## config.mk

```make
export PLATFORM = sky130hd
export DESIGN_NAME = port2_display_scan_flat
export DESIGN_NICKNAME = d
export VERILOG_FILES = /design/src/rtl/port2_display_pkg.sv /design/src/rtl/port2_display_scan_if.sv /design/src/rtl/port2_glitch_filter.sv /design/src/rtl/port2_display_scan.sv /design/src/flat_wrapper.sv
export SDC_FILE = /design/constraint.sdc
export NUM_CORES = 1
export LEC_CHECK = 0
export ABC_AREA = 1
export CORE_MARGIN = 2
export CORE_UTILIZATION = 35
export DETAILED_ROUTE_END_ITERATION = 7
export HOLD_SLACK_MARGIN = 0.08
export PLACE_DENSITY = 0.6
export SETUP_SLACK_MARGIN = 0.5
export SKIP_LAST_GASP = 1
export SLEW_MARGIN = 25
export SYNTH_ARGS = -nofsm -noshare
export SYNTH_HDL_FRONTEND = slang
export SYNTH_SLANG_ARGS = --single-unit
```

## constraint.sdc

```tcl
create_clock -name clock -period 5.95 [get_ports clock]
set_clock_uncertainty 0.2 [all_clocks]
set_input_delay 0.595 -clock clock [delete_from_list [all_inputs] [get_ports clock]]
set_output_delay 0.595 -clock clock [all_outputs]
set_load 0.02 [all_outputs]
```

## src/rtl/port2_display_pkg.sv

```systemverilog
// Shared types for the port 2 display front-end: segment pattern and scan FSM states.
package port2_display_pkg;
    typedef logic [6:0] seg_t;

    localparam seg_t SEG_BLANK = 7'h00;

    typedef enum logic [0:0] {
        SCAN_BLANK = 1'b0,
        SCAN_DRIVE = 1'b1
    } scan_state_t;
endpackage

```

## src/rtl/port2_display_scan_if.sv

```systemverilog
// Port 2 input pattern plus multiplexed display outputs; the display block is the slave.
interface port2_display_scan_if #(
    parameter int DIGITS = 4
);
    import port2_display_pkg::*;

    localparam int FILL_W = $clog2(DIGITS + 1);

    seg_t              port2_data;
    seg_t              seg_out;
    logic [DIGITS-1:0] digit_en;
    logic              new_value;
    logic [FILL_W-1:0] filled;

    modport master (output port2_data, input seg_out, digit_en, new_value, filled);
    modport slave  (input port2_data, output seg_out, digit_en, new_value, filled);
endinterface

```

## src/rtl/port2_glitch_filter.sv

```systemverilog
// Glitch filter: a pattern must be sampled STABLE_CYCLES+1 times in a row before it commits.
// commit_pulse_o is combinational and fires on the edge the final identical sample is taken.
module port2_glitch_filter
    import port2_display_pkg::*;
#(
    parameter int STABLE_CYCLES = 4
) (
    input  logic clock,
    input  logic reset,
    input  seg_t sample_i,
    output logic commit_pulse_o,
    output seg_t commit_value_o
);
    localparam int CNT_W = $clog2(STABLE_CYCLES + 1);
    localparam logic [CNT_W-1:0] CNT_MAX  = CNT_W'(STABLE_CYCLES);
    localparam logic [CNT_W-1:0] CNT_LAST = CNT_W'(STABLE_CYCLES - 1);

    seg_t             candidate_q, candidate_d;
    seg_t             committed_q, committed_d;
    logic [CNT_W-1:0] cnt_q, cnt_d;
    logic             same;
    logic             commit;

    // cnt == 0 already represents one sample of candidate, so commit when cnt is about to reach max
    always_comb begin
        same        = (sample_i == candidate_q);
        commit      = same && (cnt_q >= CNT_LAST) && (candidate_q != committed_q);
        candidate_d = candidate_q;
        cnt_d       = cnt_q;
        committed_d = committed_q;
        if (!same) begin
            candidate_d = sample_i;
            cnt_d       = '0;
        end else if (cnt_q < CNT_MAX) begin
            cnt_d = cnt_q + CNT_W'(1);
        end
        if (commit) begin
            committed_d = candidate_q;
        end
    end

    always_ff @(posedge clock) begin
        if (reset) begin
            candidate_q <= SEG_BLANK;
            committed_q <= SEG_BLANK;
            cnt_q       <= '0;
        end else begin
            candidate_q <= candidate_d;
            committed_q <= committed_d;
            cnt_q       <= cnt_d;
        end
    end

    assign commit_pulse_o = commit;
    assign commit_value_o = candidate_q;
endmodule

```

## src/rtl/port2_display_scan.sv

```systemverilog
// Filtered port 2 patterns pushed into a DIGITS-deep history, scanned onto a shared segment bus.
// Outputs are registered one cycle behind the scan counters so segments and enables move together.
module port2_display_scan
    import port2_display_pkg::*;
#(
    parameter int DIGITS        = 4,
    parameter int SCAN_DIV      = 1000,
    parameter int BLANK_CYCLES  = 2,
    parameter int STABLE_CYCLES = 4
) (
    input logic                  clock,
    input logic                  reset,
    port2_display_scan_if.slave  bus
);
    localparam int FILL_W = $clog2(DIGITS + 1);
    localparam int IDX_W  = $clog2(DIGITS);
    localparam int SLOT_W = $clog2(SCAN_DIV);
    localparam logic [FILL_W-1:0] FILL_MAX   = FILL_W'(DIGITS);
    localparam logic [IDX_W-1:0]  IDX_LAST   = IDX_W'(DIGITS - 1);
    localparam logic [SLOT_W-1:0] SLOT_LAST  = SLOT_W'(SCAN_DIV - 1);
    localparam logic [SLOT_W-1:0] SLOT_BLANK = SLOT_W'(BLANK_CYCLES);

    logic commit_pulse;
    seg_t commit_value;

    port2_glitch_filter #(
        .STABLE_CYCLES (STABLE_CYCLES)
    ) u_filter (
        .clock          (clock),
        .reset          (reset),
        .sample_i       (bus.port2_data),
        .commit_pulse_o (commit_pulse),
        .commit_value_o (commit_value)
    );

    seg_t              digit_q [DIGITS];
    logic [FILL_W-1:0] filled_q;
    logic              new_value_q;

    always_ff @(posedge clock) begin
        if (reset) begin
            for (int k = 0; k < DIGITS; k++) digit_q[k] <= SEG_BLANK;
            filled_q    <= '0;
            new_value_q <= 1'b0;
        end else begin
            new_value_q <= commit_pulse;
            if (commit_pulse) begin
                for (int k = DIGITS - 1; k > 0; k--) digit_q[k] <= digit_q[k-1];
                digit_q[0] <= commit_value;
                if (filled_q != FILL_MAX) filled_q <= filled_q + FILL_W'(1);
            end
        end
    end

    scan_state_t       state_q, state_d;
    logic [SLOT_W-1:0] slot_cnt_q, slot_cnt_d;
    logic [IDX_W-1:0]  idx_q, idx_d;
    seg_t              seg_q, seg_d;
    logic [DIGITS-1:0] digit_en_q, digit_en_d;

    always_comb begin
        slot_cnt_d = slot_cnt_q + SLOT_W'(1);
        idx_d      = idx_q;
        if (slot_cnt_q == SLOT_LAST) begin
            slot_cnt_d = '0;
            idx_d      = (idx_q == IDX_LAST) ? '0 : idx_q + IDX_W'(1);
        end
        state_d = (slot_cnt_d >= SLOT_BLANK) ? SCAN_DRIVE : SCAN_BLANK;

        seg_d      = SEG_BLANK;
        digit_en_d = '0;
        if (state_q == SCAN_DRIVE) begin
            digit_en_d = DIGITS'(1) << idx_q;
            if (FILL_W'(idx_q) < filled_q) seg_d = digit_q[idx_q];
        end
    end

    always_ff @(posedge clock) begin
        if (reset) begin
            state_q    <= SCAN_BLANK;
            slot_cnt_q <= '0;
            idx_q      <= '0;
            seg_q      <= SEG_BLANK;
            digit_en_q <= '0;
        end else begin
            state_q    <= state_d;
            slot_cnt_q <= slot_cnt_d;
            idx_q      <= idx_d;
            seg_q      <= seg_d;
            digit_en_q <= digit_en_d;
        end
    end

    assign bus.seg_out   = seg_q;
    assign bus.digit_en  = digit_en_q;
    assign bus.new_value = new_value_q;
    assign bus.filled    = filled_q;
endmodule

```

## src/flat_wrapper.sv

```systemverilog
// flat-port wrapper written by rule: the top's interface ports become plain ports
module port2_display_scan_flat import port2_display_pkg::*;
#(
    parameter int DIGITS        = 4,
    parameter int SCAN_DIV      = 1000,
    parameter int BLANK_CYCLES  = 2,
    parameter int STABLE_CYCLES = 4
)
  (clock, reset, bus_port2_data, bus_seg_out, bus_digit_en, bus_new_value, bus_filled);
  port2_display_scan_if #(.DIGITS(DIGITS)) bus_i ();
  input logic clock;
  input logic reset;
  input wire logic [$bits(bus_i.port2_data)-1:0] bus_port2_data;
  output wire logic [$bits(bus_i.seg_out)-1:0] bus_seg_out;
  output wire logic [$bits(bus_i.digit_en)-1:0] bus_digit_en;
  output wire logic [$bits(bus_i.new_value)-1:0] bus_new_value;
  output wire logic [$bits(bus_i.filled)-1:0] bus_filled;
  assign bus_i.port2_data = bus_port2_data;
  assign bus_seg_out = bus_i.seg_out;
  assign bus_digit_en = bus_i.digit_en;
  assign bus_new_value = bus_i.new_value;
  assign bus_filled = bus_i.filled;
  port2_display_scan #(.DIGITS(DIGITS), .SCAN_DIV(SCAN_DIV), .BLANK_CYCLES(BLANK_CYCLES), .STABLE_CYCLES(STABLE_CYCLES)) u_core (.clock(clock), .reset(reset), .bus(bus_i));
endmodule
```

==> run metrics, run 1 <==
largest family of logic cells by synthesized area=simple AND/OR/NAND/NOR gates; clock-pin transition on the worst setup and hold timing paths=roughly 0.080 ns; via count=2,398; worst path cell trace=clkdlybuf4s50_1, nor2_2, clkinv_1; WL final=about 5800 um; Fin. Hold Viols=0; Distinct cells, synth=24; cell family with most CP delay=buffers and inverters; DR DRC count=0; first-pass GRT wire length=between 10,000 and 15,000 um; Hold WS=roughly 0.27 ns; Seq cells post-synth=73; adder-cell area share of the yosys netlist=0.0275; fraction of layout cells with a size suffix above 1=0.0647; GP Congestion=just over 0.8; dominant synthesized flop cell=dfxtp_1; Synth Area in Compound Gates=0.0930; Final HPWL DP=4040 um; RSZ-0062 raised after global routing=no; Antenna Cells=0; met3 routed WL=211 um; Crit path largest cell delay=~0.84 ns; Rows=34; Period Utilization, post-route=0.525; synthesis warning total=0; Post-Syn Area=3190 um2; DR WL/cell=~11 um; Max Freq=about 320 MHz; ANT nets after route=0; clock root buffer=clkbuf_8; max layer used=met4; clk buf depth=2; Syn Nets=roughly 400; die height=around 99 um; Tmin final=3.13 ns; num ports=24; CTS tree=built; number of buffers created by CTS=9; sequential element share of the synthesized area=0.546; Hold WC Path Type=register to register; met2 wire len=around 2500 um; DR iter-0 viols=70; P per Cell Area=between 200 and 300 nW/um2; Pre-antenna DRT Iters=4; headroom to the max-slew limit=0.364; critical path class=input port to register; Pleak=approximately 1.5 nW; mux share of post-synthesis cell area=0; Resize count post-CTS=0; Post-synth EDFFs=28; largest net degree at the start of global routing=37; Filler cells=between 800 and 900; FF/Latch Area=between 1500 and 2000 um2; post-CTS setup buffers=0; CTS Hold Buffers Added=0; fin nets=roughly 430; post-synthesis xor/xnor area fraction=0.0192; Max Slew Vio Count=0; Via density=~4.6; Async S/R FF share, synth=0; Setup violations, final=0; core area=about 8800 um2; post-synthesis cell count=just under 400; initial antenna violation count=0; Avg Inst Size Synth=a little over 8 um2; CP startpoint kind=input port; status=finished clean; Worst EP arrival=roughly 2.7 ns; crit-path max FO=28; clock insertion delay at the later pin of the skew report=0.35 ns; MaxCap Viol Count=0; worst vdd ir=0.000129 V; Post-Synth Simple-Gate Area=0.223; critical path capture point type=register; worst endpoint required time=between 5 and 6 ns; Fin Setup TNS=0 ns; clk sinks=73; area of the multi-input gates=~1200 um2; vias in the first global route=roughly 2.4k; Tot GR Track Use=0.131; chip width=between 90 and 100 um; Buffers on Ports=23; htree depth=3; slowest CP cell=clkdlybuf4s50_1; total die area=approximately 10000 um2; Metal-1 WL=approximately 3000 um; area grow syn2layout=15.6%; Congestion Overflow GR=0; Starting Density=0.364; Slew @ Worst Pin=between 0.9 and 1 ns; Critical path buffers and inverters=2
==> logic make-up (layout without fill, tap and decap cells) <==
family,after synthesis,after routing
simple gates,173,173
buf+inv,71,100
compound gates,57,57
xor+xnor,7,7
flops,73,73
fa+ha+maj,7,7
==> cells in the final DEF, fill, tap and decap left out <==
cell type / n
a21oi_1: 29
bufinv_16: 1
clkbuf_8: 9
clkdlybuf4s50_1: 23
clkinv_1: 3
clkinv_2: 2
clkinv_4: 1
clkinvlp_4: 3
dfxtp_1: 45
edfxtp_1: 28
ha_1: 7
inv_1: 54
inv_2: 4
nand2_1: 78
nand2_4: 1
nand3_1: 23
nand3b_1: 1
nand4_1: 2
nor2_1: 61
nor2_2: 5
nor3_1: 2
o211ai_1: 1
o21ai_0: 24
o21ai_2: 1
o21bai_1: 2
xnor2_1: 4
xor2_1: 3
==> flip-flops by register name, summed over array words and instances, names as in the netlist <==
signal	flops
u_core.bus.digit_en	4
u_core.bus.filled	3
u_core.bus.new_value	1
u_core.bus.seg_out	7
u_core.digit_q	28
u_core.idx_q	2
u_core.slot_cnt_q	10
u_core.state_q	1
u_core.u_filter.cnt_q	3
u_core.u_filter.commit_value_o	7
u_core.u_filter.committed_q	7
==> final timing paths <==
path	startpoint	cells after the start	slack, ns	to
min	u_core.slot_cnt_q[0]	1	0.27	u_core.slot_cnt_q[0]
max reg2reg	u_core.u_filter.cnt_q[0]	8	3.09	u_core.digit_q[0][6]
max	reset	3	2.82	u_core.digit_q[0][6]
min reg2reg	u_core.slot_cnt_q[0]	1	0.27	u_core.slot_cnt_q[0]
==> per-layer routing <==
metal | up-vias | track usage
met1 | 1061 | 0.173
met5 | - | 0
met2 | 44 | 0.200
met3 | 15 | 0.0260
met4 | 0 | 0.0759
li1 | 1278 | -
==> cell type report <==
| type | instances | area share |
|---|---|---|
| clock buffers | 9 | 0.0336 |
| clock inverters | 7 | 0.0193 |
| inverters | 61 | 0.0621 |
| multi-input cells | 244 | 0.313 |
| flip-flops and latches | 73 | 0.473 |
| well taps | 108 | 0.0367 |
| repair buffers | 23 | 0.0625 |
==> power by group <==
group          leakage [nW]  total [mW]  switching, mW  internal, mW
clock                0.0912       0.388          0.195         0.193
combinational         0.786      0.0476         0.0296        0.0180
sequential            0.656       0.536        0.00722         0.529
==> cells in the mapped netlist (4+ instances only) <==
cell type / number / area share
nand3_1: 23 / 0.036
clkbuf_1: 5 / 0.0059
a21oi_1: 29 / 0.046
dfxtp_1: 45 / 0.28
inv_1: 55 / 0.065
nor2_2: 5 / 0.0098
o21ai_0: 24 / 0.038
ha_1: 7 / 0.027
xnor2_1: 4 / 0.011
nand2_1: 78 / 0.092
edfxtp_1: 28 / 0.26
inv_2: 4 / 0.0047
nor2_1: 61 / 0.072
==> stage by stage <==
| stage | setup slack [ns] | cells | cell area (um2) | utilization | power (mW) |
|---|---|---|---|---|---|
| 6_report | 2.82 | 525 | 3690 | 0.421 | 0.972 |
| 5_1_grt | 2.59 | 525 | 3690 | 0.421 | 1.01 |
| 4_1_cts | 2.94 | 525 | 3690 | 0.421 | 0.982 |
| 3_5_place_dp | 2.58 | 509 | 3490 | 0.398 | 0.596 |
| 3_3_place_gp | 2.62 | 509 | 3490 | 0.398 | 0.594 |
| 2_1_floorplan | 3.47 | 388 | 3190 | - | 0.579 |
No activity file was read; power rests on OpenSTA's default activity.
==> run 2, diff against run 1 <==
==> constraint.sdc (replaced) <==
create_clock -name clock -period 3.2 [get_ports clock]
set_clock_uncertainty 0.2 [all_clocks]
set_input_delay 0.32 -clock clock [delete_from_list [all_inputs] [get_ports clock]]
set_output_delay 0.32 -clock clock [all_outputs]
set_load 0.02 [all_outputs]
==> run metrics, run 2 (synthesis gave the netlist of run 1 again) <==
Resize count post-CTS=0 (unchanged); CTS tree=built; Fin Setup TNS=0 ns (unchanged); clk sinks=73 (unchanged); htree depth=3 (unchanged); Worst Setup SP=bus_port2_data[1]; fin nets=431 (+0.70%); met3 global-route usage=0.0295 (+0.00351); R2R cell count=9 (+1); P per Cell Area=480 nW/um2 (+82%); CTS Hold Buffers Added=0 (unchanged); DR DRC count=0 (unchanged); crit-path max FO=28 (unchanged); worst endpoint required time=3.01 ns (-2.54 ns); r2r endpoint=u_core.digit_q[3][5]; area grow syn2layout=16.0%; Crit path largest cell delay=0.44 ns (-0.40 ns); Max Freq=about 450 MHz; fraction of layout cells with a size suffix above 1=0.0667 (+0.00192); Max Slew Vio Count=0 (unchanged); Final HPWL DP=3930 um (-2.7%); worst vdd ir=0.000187 V (+45%); max reg flops=28 (unchanged); largest net degree at the start of global routing=37 (unchanged); Tot GR Track Use=0.121 (-0.00998); Buffers on Ports=23 (unchanged); final core utilization=0.422 (+0.00143); vias in the first global route=2,151 (-8.7%); via count=2,361 (-1.5%); cell family with most CP delay=buffers and inverters; DR iter-0 viols=97 (+39%); critical path class=input port to register; Most flops, register=u_core.digit_q; chip width=99.4 um (unchanged); clock insertion delay at the later pin of the skew report=0.34 ns (about the same); Tmin final=approximately 2.2 ns; Worst Hold Depth=1 (unchanged); Congestion Overflow GR=0 (unchanged); clock root buffer=clkbuf_8; Via density=4.47 (-2.1%); critical path capture point type=register; Period Utilization, post-route=0.700; met1 Usage GRT=0.161 (-0.0116); first-pass GRT wire length=9610 um (-7.6%); clk buf depth=2 (unchanged); Rows=34 (unchanged); slowest CP cell=clkdlybuf4s50_1; Critical path buffers and inverters=4 (+2); critical path endpoint=u_core.digit_q[3][5]; most common cell after layout, fill and taps aside=nand2_1; DR WL/cell=10.6 um (-4.3%); CP startpoint kind=input port; Pre-antenna DRT Iters=4 (unchanged); num ports=24 (unchanged); Worst path depth=11 (+8); launching point of the worst reg2reg path=u_core.u_filter.cnt_q[0]; Hold WC Path Type=register to register; Setup violations, final=0 (unchanged); number of buffers created by CTS=9 (unchanged); reg-to-reg setup timing slack=0.98 ns (-2.11 ns); headroom to the max-slew limit=0.603 (+0.238); Worst EP arrival=2.05 ns (-0.68 ns); Slew @ Worst Pin=0.594 ns (-0.354 ns); Antenna Cells=0 (unchanged); status=finished clean; core area=8760 um2 (unchanged); total die area=9890 um2 (unchanged); Starting Density=0.364 (unchanged); Fin. Hold Viols=0 (unchanged); Largest regs=u_core.digit_q x28, u_core.slot_cnt_q x10; worst path cell trace=clkdlybuf4s50_1, inv_1, nand2_1, nand2_1, nand2_1, nor2_2, nand3_1, nor2_2, nor2_2, inv_1, buf_4; Pleak=1.56 nW (+1.6%); clock-pin transition on the worst setup and hold timing paths=0.07 ns (about the same); post-CTS setup buffers=0 (unchanged); RSZ-0062 raised after global routing=no; GP Congestion=0.852 (+5.3%); die height=99.4 um (unchanged); ANT nets after route=0 (unchanged); met2 Usage GRT=0.182 (-0.0177); WL final=5620 um (-3.7%); MaxCap Viol Count=0 (unchanged); initial antenna violation count=0 (unchanged); GRT Max-Usage Layer=met2; most frequent cells in the layout=nand2_1 (78), nor2_1 (61), inv_1 (55)
[run 2: cell types whose count changed in the layout (fill, tap and decap cells not counted)]
cell        change
buf_4           +3
clkinv_1        +1
inv_1           +1
clkinvlp_4      -3
clkinv_2        +1
[run 2: cell type report]
cell class,instances,area [um2]
Fill cell,911,5060
Sequential cell,73,1740
Multi-Input combinational cell,244,1150
Timing Repair Buffer,26,253
Inverter,61,229
Tap cell,108,135
Clock buffer,9,124
Clock inverter,7,61.3
[run 2: through the flow]
step	hold WS, ns	setup WS, ns	total power [mW]	instances	area [um2]
global placement	0.244	0.622	1.11	512	3510
floorplan	0.229	0.896	1.08	388	3190
CTS	0.283	0.943	1.80	528	3700
global route	0.306	0.802	1.86	528	3700
detailed placement	0.266	0.571	1.11	512	3510
finish	0.278	0.959	1.78	528	3700
[run 2: per-layer routing]
| metal | vias to the layer above | wire [um] | part of all wire |
|---|---|---|---|
| met2 | 42 | 2370 | 0.42 |
| met3 | 10 | 234 | 0.042 |
| met1 | 1025 | 2900 | 0.52 |
| li1 | 1284 | - | - |
| met5 | - | 0 | 0 |
| met4 | 0 | 114 | 0.020 |
[run 2: where the power goes]
| part | internal, mW | leakage [nW] | switching, mW |
|---|---|---|---|
| sequential | 0.984 | 0.656 | 0.0130 |
| combinational | 0.0348 | 0.804 | 0.0549 |
| clock | 0.352 | 0.0978 | 0.336 |
[run 2: worst register-to-register path, cell delays in order, from the launching register on]
cell,delay [ns]
dfxtp_1,0.37
ha_1,0.16
ha_1,0.13
inv_1,0.04
nand3_1,0.09
nand3_1,0.10
nor2_2,0.24
nor2_2,0.13
inv_1,0.08
buf_4,0.33
[run 2: how the worst min path moves through the flow]
stage,from,endpoint,slack [ns]
3_3_place_gp,u_core.slot_cnt_q[0],u_core.slot_cnt_q[0],0.24
6_report,u_core.slot_cnt_q[0],u_core.slot_cnt_q[0],0.28
5_1_grt,u_core.u_filter.cnt_q[1],u_core.u_filter.cnt_q[1],0.31
4_1_cts,u_core.slot_cnt_q[0],u_core.slot_cnt_q[0],0.28
2_1_floorplan,u_core.slot_cnt_q[0],u_core.slot_cnt_q[0],0.23
3_5_place_dp,u_core.slot_cnt_q[0],u_core.slot_cnt_q[0],0.27
==> run 3, diff against run 2 <==
--- a/config.mk
+++ b/config.mk
@@ -10,7 +10,7 @@
 export CORE_UTILIZATION = 35
 export DETAILED_ROUTE_END_ITERATION = 7
 export HOLD_SLACK_MARGIN = 0.08
-export PLACE_DENSITY = 0.6
+export PLACE_DENSITY = 0.62
 export SETUP_SLACK_MARGIN = 0.5
 export SKIP_LAST_GASP = 1
 export SLEW_MARGIN = 25
==> constraint.sdc (replaced) <==
create_clock -name clock -period 2 [get_ports clock]
set_clock_uncertainty 0.2 [all_clocks]
set_input_delay 0.2 -clock clock [delete_from_list [all_inputs] [get_ports clock]]
set_output_delay 0.2 -clock clock [all_outputs]
set_load 0.02 [all_outputs]
==> run metrics, run 3 (synthesis gave the netlist of run 1 again) <==
MaxCap Viol Count=0 (unchanged); Setup violations, final=0 (unchanged); chip width=99.4 um (unchanged); number of buffers created by CTS=9 (unchanged); Via density=4.52 (+1.1%); largest net degree at the start of global routing=19 (-49%); Antenna Cells=0 (unchanged); worst vdd ir=0.000276 V (+47%); r2r endpoint=u_core.digit_q[3][6]; critical path capture point type=register; Max Slew Vio Count=0 (unchanged); htree depth=3 (unchanged); WL final=6410 um (+14%); clk sinks=73 (unchanged); Tot Pwr=2.94 mW (+65%); ANT nets after route=0 (unchanged); clock root buffer=clkbuf_8; CTS Hold Buffers Added=0 (unchanged); GP Congestion=0.763 (-11%); Buffers on Ports=23 (unchanged); num ports=24 (unchanged); Worst Hold Depth=3 (+2); DR DRC count=0 (unchanged); DR WL/cell=11.3 um (+6.3%); critical path class=register to register; initial antenna violation count=0 (unchanged); Tmin final=approximately 1.8 ns; Most flops, register=u_core.digit_q; fraction of layout cells with a size suffix above 1=0.284 (+0.217); worst endpoint required time=1.86 ns (-1.15 ns); DR iter-0 viols=97 (unchanged); clock-pin transition on the worst setup and hold timing paths=0.08 ns (about the same); crit-path max FO=13 (-54%); R2R cell count=10 (+1); area of the multi-input gates=1390 um2 (+21%); status=finished clean; Tot GR Track Use=0.134 (+0.0134); hold endpoint=u_core.u_filter.commit_value_o[4]; first-pass GRT wire length=10,600 um (+10%); RSZ-0062 raised after global routing=yes; hold path start=bus_port2_data[4]; via count=2,558 (+8.3%); vias in the first global route=2,470 (+15%); Max Freq=around 550 MHz; Filler cells=830 (-8.9%); Worst EP arrival=1.68 ns (-0.37 ns); final core utilization=0.491 (+0.0685); Congestion Overflow GR=0 (unchanged); max reg flops=28 (unchanged); Largest regs=u_core.digit_q x28, u_core.slot_cnt_q x10; core area=8760 um2 (unchanged); clock insertion delay at the later pin of the skew report=0.34 ns (about the same); headroom to the max-slew limit=0.768 (+0.165); clk buf depth=2 (unchanged); most common cell after layout, fill and taps aside=nand2_1; area grow syn2layout=34.9%; Layout Cell Area excl Fill=4300 um2 (+16%); fin nets=469 (+8.8%); FF/Latch Area=1780 um2 (+2.0%); Period Utilization, post-route=0.909; reg-to-reg setup timing slack=0.18 ns (-0.80 ns); P per Cell Area=683 nW/um2 (+42%); CP startpoint kind=register; Starting Density=0.364 (unchanged); most frequent cells in the layout=nand2_1 (76), nor2_1 (49), inv_1 (46); Pleak=1.83 nW (+17%); Hold WC Path Type=input port to register; Fin Setup TNS=0 ns (unchanged); Hold WS=0.248 ns (-0.0297 ns); CTS tree=built; Fin. Hold Viols=0 (unchanged); Rows=34 (unchanged); total die area=9890 um2 (unchanged); die height=99.4 um (unchanged); Pre-antenna DRT Iters=5 (+1); Cell Area, Placed=3740 um2 (+6.6%); launching point of the worst reg2reg path=u_core.u_filter.commit_value_o[1]; Slew @ Worst Pin=0.345 ns (-0.249 ns); Final HPWL DP=4240 um (+7.9%)
run 3: how the worst max path moves through the flow:
stage | from | endpoint | slack [ns] | depth (start not counted)
after global routing | u_core.u_filter.commit_value_o[2] | u_core.digit_q[3][6] | 0.07 | 10
after floorplan | u_core.u_filter.commit_value_o[2] | u_core.digit_q[0][0] | -0.05 | 9
after global placement | bus_port2_data[2] | u_core.digit_q[0][2] | -0.20 | 9
after CTS | u_core.u_filter.commit_value_o[2] | u_core.digit_q[3][6] | 0.17 | 10
after detailed placement | bus_port2_data[2] | u_core.digit_q[0][3] | -0.28 | 9
final | u_core.u_filter.commit_value_o[1] | u_core.digit_q[3][6] | 0.18 | 10
run 3: repair_timing:
item                                    CTS  global route
cloned                                    3             1
buffers inserted                         11             7
endpoints found under the setup margin   93            88
gates resized for setup                  47            31
pin swaps                                 7             4
run 3: final cells by class:
class	count	area share
repair inverters	1	0.00175
multi-input cells	247	0.324
clock inverters	7	0.0160
well taps	108	0.0314
clock buffers	9	0.0288
flip-flops and latches	73	0.413
repair buffers	60	0.127
inverters	61	0.0576
run 3: power by group:
part / internal, mW / switching, mW
sequential: 1.57 / 0.0235
clock: 0.576 / 0.562
combinational: 0.0937 / 0.109
total: 2.24 / 0.695
run 3: per-stage QoR:
step,setup WS (ns),cells
5_1_grt,0.0665,566
3_5_place_dp,-0.279,528
2_1_floorplan,-0.0544,388
4_1_cts,0.173,558
6_report,0.182,566
3_3_place_gp,-0.200,528
run 3: worst max-delay path, cell delays in order (launching register included):
cell and delay, ns:
dfxtp_2 0.34, inv_2 0.08, nand2_1 0.05, nand2_1 0.06
nand2_1 0.07, nor2_2 0.14, nand3_2 0.10, nor2_4 0.17
nor2_4 0.06, clkinvlp_4 0.11, buf_12 0.15
run 3: layer usage:
layer  track usage  vias up  part of all wire  wire length, um
li1              -     1368                 -                -
met2         0.230       41              0.49             3150
met1         0.162     1141              0.46             2940
met4        0.0506        0             0.017              109
met5             0        -                 0                0
met3        0.0365        8             0.032              203
==> edit 1, RTL diff (settings of run 3) <==
`STABLE_CYCLES` is set to 4 in 3 places; all go to 8.
--- a/src/rtl/port2_glitch_filter.sv
+++ b/src/rtl/port2_glitch_filter.sv
@@ -3,7 +3,7 @@
 module port2_glitch_filter
     import port2_display_pkg::*;
 #(
-    parameter int STABLE_CYCLES = 4
+    parameter int STABLE_CYCLES = 8
 ) (
     input  logic clock,
     input  logic reset,
--- a/src/rtl/port2_display_scan.sv
+++ b/src/rtl/port2_display_scan.sv
@@ -6,7 +6,7 @@
     parameter int DIGITS        = 4,
     parameter int SCAN_DIV      = 1000,
     parameter int BLANK_CYCLES  = 2,
-    parameter int STABLE_CYCLES = 4
+    parameter int STABLE_CYCLES = 8
 ) (
     input logic                  clock,
     input logic                  reset,
--- a/src/flat_wrapper.sv
+++ b/src/flat_wrapper.sv
@@ -4,7 +4,7 @@
     parameter int DIGITS        = 4,
     parameter int SCAN_DIV      = 1000,
     parameter int BLANK_CYCLES  = 2,
-    parameter int STABLE_CYCLES = 4
+    parameter int STABLE_CYCLES = 8
 )
   (clock, reset, bus_port2_data, bus_seg_out, bus_digit_en, bus_new_value, bus_filled);
   port2_display_scan_if #(.DIGITS(DIGITS)) bus_i ();
Formal check against the unedited RTL: not equivalent (Yosys sat finds a counterexample within 10 cycles, from zero or initial values and one cycle with reset high).
==> edit 1 against run 3 <==
  * Sequential share of layout area hardly changed
  * Final area is 0.32% higher
  * Critical path depth is 1 lower
  * Setup slack better by 0.011 ns
  * Sequential cell count is 1 higher
  * Global-route usage is 0.33 points lower
  * Power is 1.7% higher
  * Synthesized area is 0.71% lower
  * Wire length is 2.4% higher
  * Critical path type unchanged
  * Largest cell class unchanged
  * Largest power group unchanged
==> edit 1: results (changes against run 3) <==
* Synthesized-area fraction occupied by adder cells at 0.0237 (-0.00376)
* GR Util All Layers at 0.131 (-0.00331)
* Synth Area in Compound Gates at 0.0917 (-0.00131)
* Sink of the worst hold path: u_core.u_filter.commit_value_o[3]$_SDFFE_PP0P_
* Gpl congestion at 0.810 (+6.2%)
* Hold wc startpoint: bus_port2_data[3]
* WHS at 0.213 ns (-0.0348 ns)
* R2R depth at 9 (-1)
* Global-route wire length before repair at 10200 um (-3.5%)
* Pre-CTS setup slack at -0.0849 ns (+0.194 ns)
* Final cell count without fillers at 558 (-1.4%)
* WL met1 at 3050 um (+3.8%)
* Lkg Pwr at 1.96 nW (+7.1%)
* Met3 WL post-DR at 229 um (+13%)
* Multi-input logic area at 1350 um^2 (-3.3%)
* Post-Syn Nets at 399 (-1.2%)
* Psw at 0.702 mW (+1.0%)
* Register area share after synthesis at 0.557 (+0.0102)
* Synth area leaders: dfxtp_1, edfxtp_1, nand2_1
* # nets final at 460 (-1.9%)
* Xor/xnor share of the synthesized area at 0.00830 (-0.0109)
* Detailed Route Iter0 Violations at 91 (-6.2%)
* Outcome: complete, no violations
* Drt pass-1 iters at 4 (-1)
* Placed inst area at 3610 um^2 (-3.4%)
* Synth top cells by count: nand2_1, inv_1, nor2_1
* Synth Area per Inst at 8.24 um^2 (+0.33%)
* Final HPWL DP at 4170 um (-1.7%)
* R2r endpoint: u_core.digit_q[0][4]$_SDFFCE_PN0P_
* IR drop worst, VDD at 0.272 mV (-1.3%)
* Placed insts at 512 (-3.0%)
-- edit 1: worst max path at each step --
stage	from	to	slack [ns]	cells past startpoint
6_report	u_core.u_filter.commit_value_o[1]$_SDFFE_PP0P_	u_core.digit_q[0][4]$_SDFFCE_PN0P_	0.19	9
5_1_grt	u_core.u_filter.commit_value_o[1]$_SDFFE_PP0P_	u_core.digit_q[0][4]$_SDFFCE_PN0P_	0.10	9
4_1_cts	u_core.u_filter.commit_value_o[3]$_SDFFE_PP0P_	u_core.digit_q[3][0]$_SDFFCE_PN0P_	0.25	8
3_5_place_dp	bus_port2_data[2]	u_core.digit_q[3][3]$_SDFFCE_PN0P_	-0.08	9
3_3_place_gp	bus_port2_data[2]	u_core.digit_q[3][3]$_SDFFCE_PN0P_	-0.05	9
2_1_floorplan	u_core.u_filter.commit_value_o[0]$_SDFFE_PP0P_	u_core.digit_q[0][0]$_SDFFCE_PN0P_	0.31	8
-- edit 1: area by class of cell --
type | instances | share of cell area
flip-flops and latches | 74 | 0.413
multi-input cells | 233 | 0.312
repair buffers | 59 | 0.133
inverters | 68 | 0.0627
clock buffers | 11 | 0.0403
well taps | 108 | 0.0313
clock inverters | 5 | 0.00725
-- edit 1: layer usage --
layer	up-vias	track usage
met5	-	0
met4	0	0.0717
met3	14	0.0344
met2	41	0.208
met1	1197	0.163
li1	1339	-
-- edit 1: cells by family (layout without fill, tap and decap cells) --
group,Yosys count,in the layout
compound gates,56,56
flops,74,74
fa+ha+maj,6,6
xor+xnor,3,3
buf+inv,78,143
simple gates,167,168
-- edit 1: worst max-delay path, stage by stage (launching register included) --
cell and delay, ns:
dfxtp_2 0.34, buf_4 0.14, nand2_1 0.07, nand4_1 0.10
nor2_1 0.14, nand2_2 0.12, nand3_4 0.20, clkinv_4 0.13
nand2_1 0.10, inv_1 0.04
-- edit 1: power by group through the flow --
stage	Sequential [mW]	Clock, mW	Combinational (mW)
after floorplan	1.65	0	0.0962
after global placement	1.66	0	0.140
after detailed placement	1.66	0	0.143
after CTS	1.62	1.20	0.161
after global routing	1.63	1.27	0.216
final	1.62	1.17	0.195
-- edit 1: repair_timing --
item                                    CTS  global route
hold endpoints to repair                  0             1
setup buffers                            13            13
hold buffers                              0             1
gates cloned                              0             3
pin swaps                                11            27
endpoints found under the setup margin   97            86
gates resized for setup                  35            62
==> edit 2, RTL diff (flow settings as in run 3) <==
Without the edit above. Reset style: asynchronous (`reset`), changed in 3 clocked blocks.
--- a/src/rtl/port2_glitch_filter.sv
+++ b/src/rtl/port2_glitch_filter.sv
@@ -39,7 +39,7 @@
         end
     end
 
-    always_ff @(posedge clock) begin
+    always_ff @(posedge clock or posedge reset) begin
         if (reset) begin
             candidate_q <= SEG_BLANK;
             committed_q <= SEG_BLANK;
--- a/src/rtl/port2_display_scan.sv
+++ b/src/rtl/port2_display_scan.sv
@@ -37,7 +37,7 @@
     logic [FILL_W-1:0] filled_q;
     logic              new_value_q;
 
-    always_ff @(posedge clock) begin
+    always_ff @(posedge clock or posedge reset) begin
         if (reset) begin
             for (int k = 0; k < DIGITS; k++) digit_q[k] <= SEG_BLANK;
             filled_q    <= '0;
@@ -75,7 +75,7 @@
         end
     end
 
-    always_ff @(posedge clock) begin
+    always_ff @(posedge clock or posedge reset) begin
         if (reset) begin
             state_q    <= SCAN_BLANK;
             slot_cnt_q <= '0;
Formal check against the unedited RTL: differs if reset is asserted again (counterexample within 4 cycles, from zero or initial values and one cycle with reset high); with reset held inactive, the same outputs for 10 cycles.
==> edit 2 against run 3 <==
  * Via count up 2.8%
  * Power down 11%
  * Sequential cell count down 7
  * Combinational power down 45%
  * Final area up 8.4%
  * Global-route usage up 1.9 points
  * Wire length up 13%
  * Setup slack better by 0.064 ns
  * Synthesized area up 1.7%
  * Critical path type unchanged
  * Critical endpoint is now u_core.digit_q[14]$_DFFE_PP0P_
  * Highest routed layer unchanged
==> edit 2: results (changes against run 3) <==
* Outcome: complete, no violations
* Final HPWL DP at 4080 um (-3.7%)
* Count of multi-input gates at 230 (-6.9%)
* Number of CTS-inserted buffers at 9 (unchanged)
* Clock power frac at 0.442 (+0.054)
* Global Route met2 Usage at 0.256 (+0.0263)
* Global-route wire length before repair at 12100 um (+14%)
* Count of cell types in the netlist at 26 (+8.3%)
* Type of the worst min-delay path: in -> async
* WHS at 0.0857 ns (-0.162 ns)
* Met3 WL post-DR at 173 um (-15%)
* Gpl congestion at 0.805 (+5.6%)
* Sequential power share at 0.515 (-0.028)
* Fraction of area in multi-input gates at 0.347 (+0.0228)
* R2R depth at 11 (+1)
* Met1 Use GR at 0.191 (+0.0294)
* Sw frac at 0.224 (-0.0128)
* # nets final at 464 (-1.1%)
* Vias in the first global route at 2599 (+5.2%)
* Main flop type after synthesis: dfrtp_1
* Layout cells sized above 1 at 0.427 (+0.143)
* Synth-to-Final Area Change at 43.6%
* Crit Path Max Fanout at 9 (-4)
* Largest net degree at the start of global routing at 67 (+48)
* Routed len/inst at 12.9 um (+14%)
* Lkg Pwr at 2.24 nW (+22%)
* Vias per cell at 4.69 (+3.7%)
* GR Util All Layers at 0.153 (+0.0191)
* FF-to-FF setup slack at 0.25 ns (+0.06 ns)
* Max Fclk at 0.570 GHz (+3.6%)
* Asr flop ratio synth at 1.00 (+1.00)
* FF+latch count, synth at 66 (-9.6%)
* Slew margin rel. at 0.719 (-0.0486)
* Placed inst area at 3670 um^2 (-1.9%)
* Detailed Route Iter0 Violations at 74 (-24%)
* Filler cells at 836 (+0.72%)
* IR drop worst, VDD at 0.317 mV (+15%)
* Final cell count without fillers at 561 (-0.88%)
* Clock Buffer Count at 12 (+3)
* Seq area share at 0.355 (-0.0582)
* Pre-CTS setup slack at 0.0246 ns (+0.304 ns)
* WL met2 at 3650 um (+16%)
* Synth area leaders: dfrtp_1, nand2_1, inv_1
* Post-Syn Nets at 391 (-3.2%)
* Register area share after synthesis at 0.509 (-0.0371)
* Post-synthesis cell area at 3240 um^2 (+1.7%)
* Buffers, non-clock at 77 (+28%)
* Placed insts at 499 (-5.5%)
* Worst setup endpoint: u_core.digit_q[14]$_DFFE_PP0P_
* WL met1 at 3230 um (+9.9%)
* Met3 usage at 0.0397 (+0.00315)
* Synth top cells by count: nand2_1, dfrtp_1, inv_1
* Drt pass-1 iters at 4 (-1)
* Worst path slowest cell: dfrtp_1
* NonClk Buf Share at 0.172 (+0.0450)
## edit 2: cell types whose count changed after synthesis, moves of 7 or more
| cell | before | now |
|---|---|---|
| o21ai_0 | 24 | 17 |
| nand2_2 | 0 | 13 |
| nand3_1 | 23 | 11 |
| nor2_1 | 61 | 16 |
| dfrtp_1 | 0 | 66 |
| nand4_1 | 2 | 9 |
| edfxtp_1 | 28 | 0 |
| o21ai_2 | 1 | 22 |
| dfxtp_1 | 45 | 0 |
| nand2_1 | 78 | 89 |
## edit 2: repair_timing
action,4_1_cts,5_1_grt
cloned,4,1
gates resized for setup,73,47
buffers inserted,35,6
pin swaps,26,19
endpoints found under the setup margin,66,53
## edit 2: logic make-up (layout without fill, tap and decap cells)
kind of cell	count (synthesis)	count (layout)	synth area share
adder cells (fa/ha/maj)	10	10	0.0386
buffers and inverters	76	154	0.100
AO/OA/AOI/OAI	66	66	0.128
flip-flops	66	66	0.509
AND/OR/NAND/NOR	146	146	0.202
XOR/XNOR	8	8	0.0216
